--- src/rtl/cpu_types_pkg.sv ---
// CPU-wide scalar types shared by the pipeline stages.
// Latency: n/a (types only).
// Backpressure: n/a (types only).
package cpu_types_pkg;

    localparam int WORD_W = 32;

    typedef logic [WORD_W-1:0] word_t;

endpackage

--- src/rtl/diaosi_types_pkg.sv ---
// Types for the memory stage controller: the access FSM encoding and the alignment helper.
// Latency: n/a (types only).
// Backpressure: n/a (types only).
package diaosi_types_pkg;

    import cpu_types_pkg::*;

    typedef enum logic [1:0] {
        IDLE = 2'd0,
        BUSY = 2'd1,
        DONE = 2'd2
    } memst_t;

    // Data accesses are word-only; any nonzero byte offset is unaligned.
    function automatic logic word_aligned(input word_t addr);
        return (addr[1:0] == 2'b00);
    endfunction

endpackage

--- src/rtl/sat_counter.sv ---
// Saturating up-counter: counts cycles with inc high and sticks at all-ones.
// Latency: count visible one cycle after the inc it reflects.
// Backpressure: none; inc is accepted every cycle, ignored once saturated.
//
// Ports: CLK, nRST (async active-low), inc (count this cycle), cnt (current count).
module sat_counter #(
    parameter int W = 16
) (
    input  logic         CLK,
    input  logic         nRST,
    input  logic         inc,
    output logic [W-1:0] cnt
);

    always_ff @(posedge CLK or negedge nRST) begin
        if (!nRST) begin
            cnt <= '0;
        end else if (inc && (cnt != {W{1'b1}})) begin
            cnt <= cnt + W'(1);
        end
    end

endmodule

--- src/rtl/mem_stage_ctrl.sv ---
// MEM-stage data access controller: one memory access per EX/MEM instruction, stalling on dwait.
// Latency: request driven combinationally in the issue cycle; dhit same cycle dwait is low; dmemload one edge later.
// Backpressure: dwait high holds the request and raises mem_stall; DONE waits for pipe_adv before re-arming.
//
// Ports:
//   CLK, nRST                      clock, async active-low reset
//   d_ren_o3, d_wen_o3             EX/MEM load / store request
//   dmemaddr_o3, dmemstore_o3      EX/MEM address and store data
//   halt_o3, pipe_adv              EX/MEM halt marker, EX/MEM register advancing this cycle
//   dwait, dload                   memory controller busy and read data
//   dREN, dWEN, daddr, dstore      request to memory controller (combinational)
//   dhit, mem_stall                access completed pulse, pipeline hold (combinational)
//   dmemload                       latched load data
//   halted, misalign               sticky status flags
//   wait_cnt                       saturating count of dwait-stalled cycles
module mem_stage_ctrl
    import cpu_types_pkg::*;
    import diaosi_types_pkg::*;
#(
    parameter int WAITCNT_W = 16
) (
    input  logic                 CLK,
    input  logic                 nRST,
    input  logic                 d_ren_o3,
    input  logic                 d_wen_o3,
    input  logic [31:0]          dmemaddr_o3,
    input  logic [31:0]          dmemstore_o3,
    input  logic                 halt_o3,
    input  logic                 pipe_adv,
    input  logic                 dwait,
    input  logic [31:0]          dload,
    output logic                 dREN,
    output logic                 dWEN,
    output logic [31:0]          daddr,
    output logic [31:0]          dstore,
    output logic                 dhit,
    output logic [31:0]          dmemload,
    output logic                 mem_stall,
    output logic                 halted,
    output logic                 misalign,
    output logic [WAITCNT_W-1:0] wait_cnt
);

    memst_t state;
    logic   req_any;
    logic   aligned;
    logic   pending;
    logic   active;
    word_t  load_q;

    assign req_any = d_ren_o3 | d_wen_o3;
    assign aligned = word_aligned(dmemaddr_o3);
    assign pending = req_any & aligned & ~halted;

    // A request is on the bus when a fresh aligned access arrives in IDLE, or
    // for the whole of BUSY: an in-flight access is never abandoned by flush or
    // pipe_adv. Gating with nRST keeps every combinational output low in reset.
    always_comb begin
        active    = 1'b0;
        dWEN      = 1'b0;
        dREN      = 1'b0;
        daddr     = '0;
        dstore    = '0;
        dhit      = 1'b0;
        mem_stall = 1'b0;
        if (nRST) begin
            active = ((state == IDLE) && pending) || (state == BUSY);
        end
        if (active) begin
            // Store wins when both request lines are set.
            dWEN      = d_wen_o3;
            dREN      = d_ren_o3 & ~d_wen_o3;
            daddr     = dmemaddr_o3;
            dstore    = dmemstore_o3;
            dhit      = ~dwait;
            mem_stall = dwait;
        end
    end

    always_ff @(posedge CLK or negedge nRST) begin
        if (!nRST) begin
            state    <= IDLE;
            load_q   <= '0;
            halted   <= 1'b0;
            misalign <= 1'b0;
        end else begin
            if (halt_o3 && pipe_adv) begin
                halted <= 1'b1;
            end
            // Unaligned accesses are dropped silently apart from this flag.
            if ((state == IDLE) && req_any && !aligned && !halted) begin
                misalign <= 1'b1;
            end
            if (dhit && dREN) begin
                load_q <= dload;
            end
            case (state)
                IDLE: begin
                    if (pending) begin
                        if (dwait) begin
                            state <= BUSY;
                        end else if (!pipe_adv) begin
                            // Instruction stays in EX/MEM: park so it is not re-issued.
                            state <= DONE;
                        end
                    end
                end
                BUSY: begin
                    if (!dwait) begin
                        state <= pipe_adv ? IDLE : DONE;
                    end
                end
                DONE: begin
                    if (pipe_adv) begin
                        state <= IDLE;
                    end
                end
                default: state <= IDLE;
            endcase
        end
    end

    assign dmemload = load_q;

    // Every cycle the pipeline is held on dwait counts, including the issue
    // cycle in IDLE that first sees dwait high.
    sat_counter #(
        .W (WAITCNT_W)
    ) u_wait_cnt (
        .CLK  (CLK),
        .nRST (nRST),
        .inc  (mem_stall),
        .cnt  (wait_cnt)
    );

endmodule
--- config.mk ---
export PLATFORM = sky130hd
export DESIGN_NAME = mem_stage_ctrl
export DESIGN_NICKNAME = d
export VERILOG_FILES = /design/src/rtl/cpu_types_pkg.sv /design/src/rtl/diaosi_types_pkg.sv /design/src/rtl/sat_counter.sv /design/src/rtl/mem_stage_ctrl.sv
export SDC_FILE = /design/constraint.sdc
export NUM_CORES = 1
export LEC_CHECK = 0
export CAP_MARGIN = 20
export CORE_UTILIZATION = 33
export DETAILED_ROUTE_END_ITERATION = 10
export PLACE_DENSITY = 0.81
export SLEW_MARGIN = 0
export SYNTH_ARGS = -nofsm -noshare
export SYNTH_HDL_FRONTEND = slang
export SYNTH_SLANG_ARGS = --single-unit
--- constraint.sdc ---
create_clock -name CLK -period 2.2 [get_ports CLK]
set_input_delay 0.44 -clock CLK [delete_from_list [all_inputs] [get_ports CLK]]
set_output_delay 0.44 -clock CLK [all_outputs]
set_load 0.02 [all_outputs]
Word level (Yosys, flattened, before mapping) --
Cells that the tools add are included.
Cells by class: add/subtract/negate cells 1, equality and inequality tests 7, muxes and demuxes 14, bitwise operators 7, reductions and logical operators 13
Operator list (count):
- $mux 32 | 2
- $add 16x1->16 const B | 1
- $ne 16x16->1 const B | 1
- $mux 2 | 6
- $logic_and 1x1->1 | 7
- $ne 2x2->1 const B | 3
- $pmux 2 s3 | 1
- $mux 1 | 5
- $logic_not 2->1 | 2
- $reduce_and 4->1 | 1
- $and 1x1->1 | 3
- $ne 3x3->1 const B | 1
- $not 1->1 | 3
- $eq 2x1->1 const B | 1
- $eq 2x2->1 const B | 1
- $logic_not 1->1 | 2
- $logic_or 1x1->1 | 1
- $or 1x1->1 | 1
Storage, ports and cells: register bits after elaboration 52, output and inout port bits 118, word-level logic and storage cells 47

Logic depth before layout (Yosys ltp) --
depth after elaboration 8, gate-level depth with buffers 6, depth with buffers taken out 5

Hierarchy --
From an unflattened synthesis, not the netlist that was laid out.
Second synthesis, totals: cells, all modules 242, area total of the unflattened synthesis 3129.3 um^2
By module, submodules not included:
- mem_stage_ctrl | times used 1, cells each 170, area an instance 2269.7 um^2
- sat_counter | times used 1, cells each 72, area an instance 859.6 um^2

Least setup slack after synthesis --
Ideal clock, no wire load.
path kind reg-to-output, start point register halted, end point output port dREN, arrival 1880 ps, data required time 1760 ps, slack -120 ps, cell stages (with the launch flop) 6, path buffers 1, path through dfrtp_1 -> o21bai_1 -> o31ai_4 -> clkbuf_1 -> nand2_1 -> nor3b_1
Between the ends: word-level cells in the longest chain between the ends 6
Ends and longest elaborated chain:
- start: declaration | line mem_stage_ctrl.sv:39 | output logic halted,
- start signal: assignment | line mem_stage_ctrl.sv:84 | halted <= 1'b0;
- start signal: assignment | line mem_stage_ctrl.sv:88 | halted <= 1'b1;
- $not 1->1 | line mem_stage_ctrl.sv:53 | assign pending = req_any & aligned & ~halted;
- $and 1x1->1 | line mem_stage_ctrl.sv:53
- $logic_and 1x1->1 | line mem_stage_ctrl.sv:67 | active = ((state == IDLE) && pending) || (state == BUSY);
- $logic_or 1x1->1 | line mem_stage_ctrl.sv:67
- $mux 1 | line mem_stage_ctrl.sv:66 | if (nRST) begin
- $mux 1 | line mem_stage_ctrl.sv:69 | if (active) begin
- end: declaration | line mem_stage_ctrl.sv:32 | output logic dREN,
No other way between the ends.

Worst setup path in the final report --
start point register halted, end point output port mem_stall
Between the ends: word-level cells in the longest chain between the ends 6
Ends and longest elaborated chain:
- $not 1->1 | line mem_stage_ctrl.sv:53
- $and 1x1->1 | line mem_stage_ctrl.sv:53
- $logic_and 1x1->1 | line mem_stage_ctrl.sv:67
- $logic_or 1x1->1 | line mem_stage_ctrl.sv:67
- $mux 1 | line mem_stage_ctrl.sv:66
- $mux 1 | line mem_stage_ctrl.sv:69
- end: declaration | line mem_stage_ctrl.sv:38 | output logic mem_stall,
No other way between the ends.

==> impl_metrics.env <==
export IMPL_rows=33
export IMPL_placedCellCount=581
export IMPL_grt_pass1_vias=2926
export IMPL_cp_num_cells=4
export IMPL_finalPower_mw=2.029
export IMPL_place_area_um2=5205
export IMPL_syn_avg_cell_area_um2=10.91
export IMPL_via_per_inst=5.007
export IMPL_slowest_stage="or4_4"
export IMPL_yosys_register_bits=52
export IMPL_r2r_end="u_wait_cnt.cnt[1]"
export IMPL_yosys_warnings=0
export IMPL_dieArea_um2=8799
export IMPL_worst_pin_slew_ns=0.6105
export IMPL_synth_seq_area_share=0.4678
export IMPL_p_per_area_nw_per_um2=361.3
export IMPL_route_detailed_wl_per_inst_um=17.62
export IMPL_crit_family="simple AND/OR/NAND/NOR gates"
export IMPL_antenna_found_initial=0
export IMPL_syn_inst=255
export IMPL_grt_overflow=0
export IMPL_rrSetupSlack_ns=0.03
export IMPL_antenna_cells=0
export IMPL_grt_pass1_wl_um=15040
export IMPL_arrival_ns=1.87
export IMPL_max_slew_margin=0.5893
export IMPL_crit_buf_inv=2
export IMPL_cts_buffer_depth=2
export IMPL_syn_area_um2=2781
export IMPL_final_cells=598
export IMPL_period_needed_ns=2.308
export IMPL_finalSetupTns_ns=-2.994
export IMPL_area_delta_synth_final_pct=101.9
export IMPL_io_pin_count=221
export IMPL_r2r_start="halted"
export IMPL_ant_nets=0
export IMPL_cts_made_buffers=5
export IMPL_clockRootBuffer="clkbuf_8"
export IMPL_path_cells="buf_4 > or4_4 > o31ai_4 > buf_6"
export IMPL_place_congestion=0.8176
export IMPL_die_w_um=93.81
export IMPL_fin_crit_sh=1.049
export IMPL_p_leak_nw=2.643
export IMPL_critPathLaunch="halted"
export IMPL_finalHoldViolations=0
export IMPL_setup_viol=42
export IMPL_peakVddDrop_mv=0.2847
export IMPL_n_fill_cell=625
export IMPL_whs_ns=0.05926
export IMPL_mostFrequentLayoutCell="clkdlybuf4s50_1"
export IMPL_clock_sinks=52
export IMPL_syn_nets=359
export IMPL_io_buffers=220
export IMPL_clock_latency_ns=0.30
export IMPL_fp_dieH_um=93.81
export IMPL_fin_area_um2=5617
export IMPL_drc=0
export IMPL_drtIter0Drc=86
export IMPL_yosysUniqueCellTypes=38
export IMPL_drive_gt1_frac=0.3550
export IMPL_cap_violations=0
export IMPL_cp_required_ns=1.76
export IMPL_cts_max_level=2
export IMPL_timing_fmax_ghz=0.4334
export IMPL_violations="negative setup slack"
export IMPL_hpwlAfterDp_um=7754
export IMPL_startpoint_type="flip-flop"
export IMPL_endpoint_kind="output port"
export IMPL_firstDrtPassIters=4
export IMPL_grt_use_total=0.2232
export IMPL_status="finished, violations left"
export IMPL_fin_skew_ns=0.005703
export IMPL_cts_tree="yes"
export IMPL_report_final_slew_viol_count=0
export IMPL_core_area_um2=8175
export IMPL_hold_class="primary input to async pin"
export IMPL_critPathKind="flip-flop to output port"
export IMPL_finalWorstSetupSlack_ns=-0.1075
export IMPL_initial_core_util=0.3402
export IMPL_rsz0062_at_grt="yes"
export IMPL_fin_nets=596
export IMPL_final_cell_mix="clkdlybuf4s50_1, dfrtp_1, and3_1, buf_4, buf_6"
export IMPL_reg2regPathDepth=6
export IMPL_crit_fanout=3
export IMPL_cpPeakStageDelay_ns=0.53
export IMPL_grt_max_degree=49
export IMPL_wl_um=10540
export IMPL_clkTransAtPathRegs_ns=0.10
export IMPL_vias=2994
registers in the layout, indices dropped and copies added (netlist names):
name	cells
u_wait_cnt.cnt	16
misalign	1
state	2
dmemload	32
halted	1
layout make-up:
cell class | count | area [um^2] | area share
sequential | 52 | 1301 | 0.2317
inverter | 3 | 11.26 | 0.002005
timing repair buffer | 252 | 2579 | 0.4591
multi-input combinational | 178 | 1498 | 0.2667
clock buffer | 5 | 68.82 | 0.01225
tap | 105 | 131.4 | 0.02339
clock inverter | 3 | 27.53 | 0.004901
report_power, final:
group	internal, mW	switching (mW)	total (mW)
logic	0.276	0.159	0.435
clock network	0.234	0.339	0.574
registers	0.995	0.0258	1.02
worst max-delay path by stage:
stage	end	slack, ns
CTS	dREN	-0.12
global placement	dstore[30]	-0.75
finish	mem_stall	-0.11
floorplan	dREN	0.06
detailed placement	dstore[30]	-0.83
global route	dstore[15]	-0.18
repair_timing:
action	CTS	global route
hold buffers	0	0
cloned	2	3
resized for setup	338	64
setup endpoints to repair	101	100
pin swaps	3	7
buffers inserted	2	3
per-layer routing:
| layer | global-route usage | share of wire | vias up |
|---|---|---|---|
| li1 | - | - | 1397 |
| met1 | 0.2399 | 0.36 | 1421 |
| met2 | 0.4264 | 0.53 | 152 |
| met3 | 0.04288 | 0.070 | 24 |
| met4 | 0.08333 | 0.040 | 0 |
| met5 | 0 | 0 | - |
per-stage QoR:
| stage | util | setup slack, ns |
|---|---|---|
| 5_1_grt | 0.6870 | -0.1797 |
| 2_1_floorplan | - | 0.05517 |
| 6_report | 0.6870 | -0.1075 |
| 3_3_place_gp | 0.6367 | -0.7499 |
| 4_1_cts | 0.6469 | -0.1233 |
| 3_5_place_dp | 0.6367 | -0.8254 |
worst reg2reg max path, delay by kind of cell (launching register included):
family          cells  cell delay, ns
compound gates      2            0.46
mux                 1            0.31
simple gates        1            0.53
flops               1            0.43
buf+inv             2            0.35
synth_stat cells (all sizes together):
cell type / count / area, um^2
and3: 72 / 451.7
dfrtp: 52 / 1301
mux2: 35 / 397.9
clkbuf: 16 / 60.06
xnor2: 12 / 105.1
nand2: 8 / 30.03
nor2: 8 / 30.03
o211ai: 7 / 52.55
buf: 6 / 50.04
nand4: 6 / 37.54
nand3: 4 / 25.02
inv: 3 / 11.26
nor3: 3 / 15.01
nand4b: 2 / 17.52
nor3b: 2 / 15.01
nor4: 2 / 12.51
o31ai: 2 / 42.54
a21o: 1 / 7.510
a22oi: 1 / 7.510
and2: 1 / 6.260
and2b: 1 / 8.760
and3b: 1 / 10.01
and4: 1 / 8.760
ha: 1 / 12.51
nand2b: 1 / 6.260
o2111ai: 1 / 8.760
o21a: 1 / 7.510
o21bai: 1 / 7.510
o41ai: 1 / 8.760
or2: 1 / 6.260
or4: 1 / 11.26
xor2: 1 / 8.760
cells by family (layout without fill, tap and decap cells):
family | Yosys count | count (layout) | synth area share
simple gates | 114 | 114 | 0.2488
flops | 52 | 52 | 0.4678
mux | 35 | 35 | 0.1430
buf+inv | 25 | 263 | 0.04363
compound gates | 15 | 15 | 0.05129
xor+xnor | 13 | 13 | 0.04094
fa+ha+maj | 1 | 1 | 0.004498
Power figures use the tool's default switching activity.
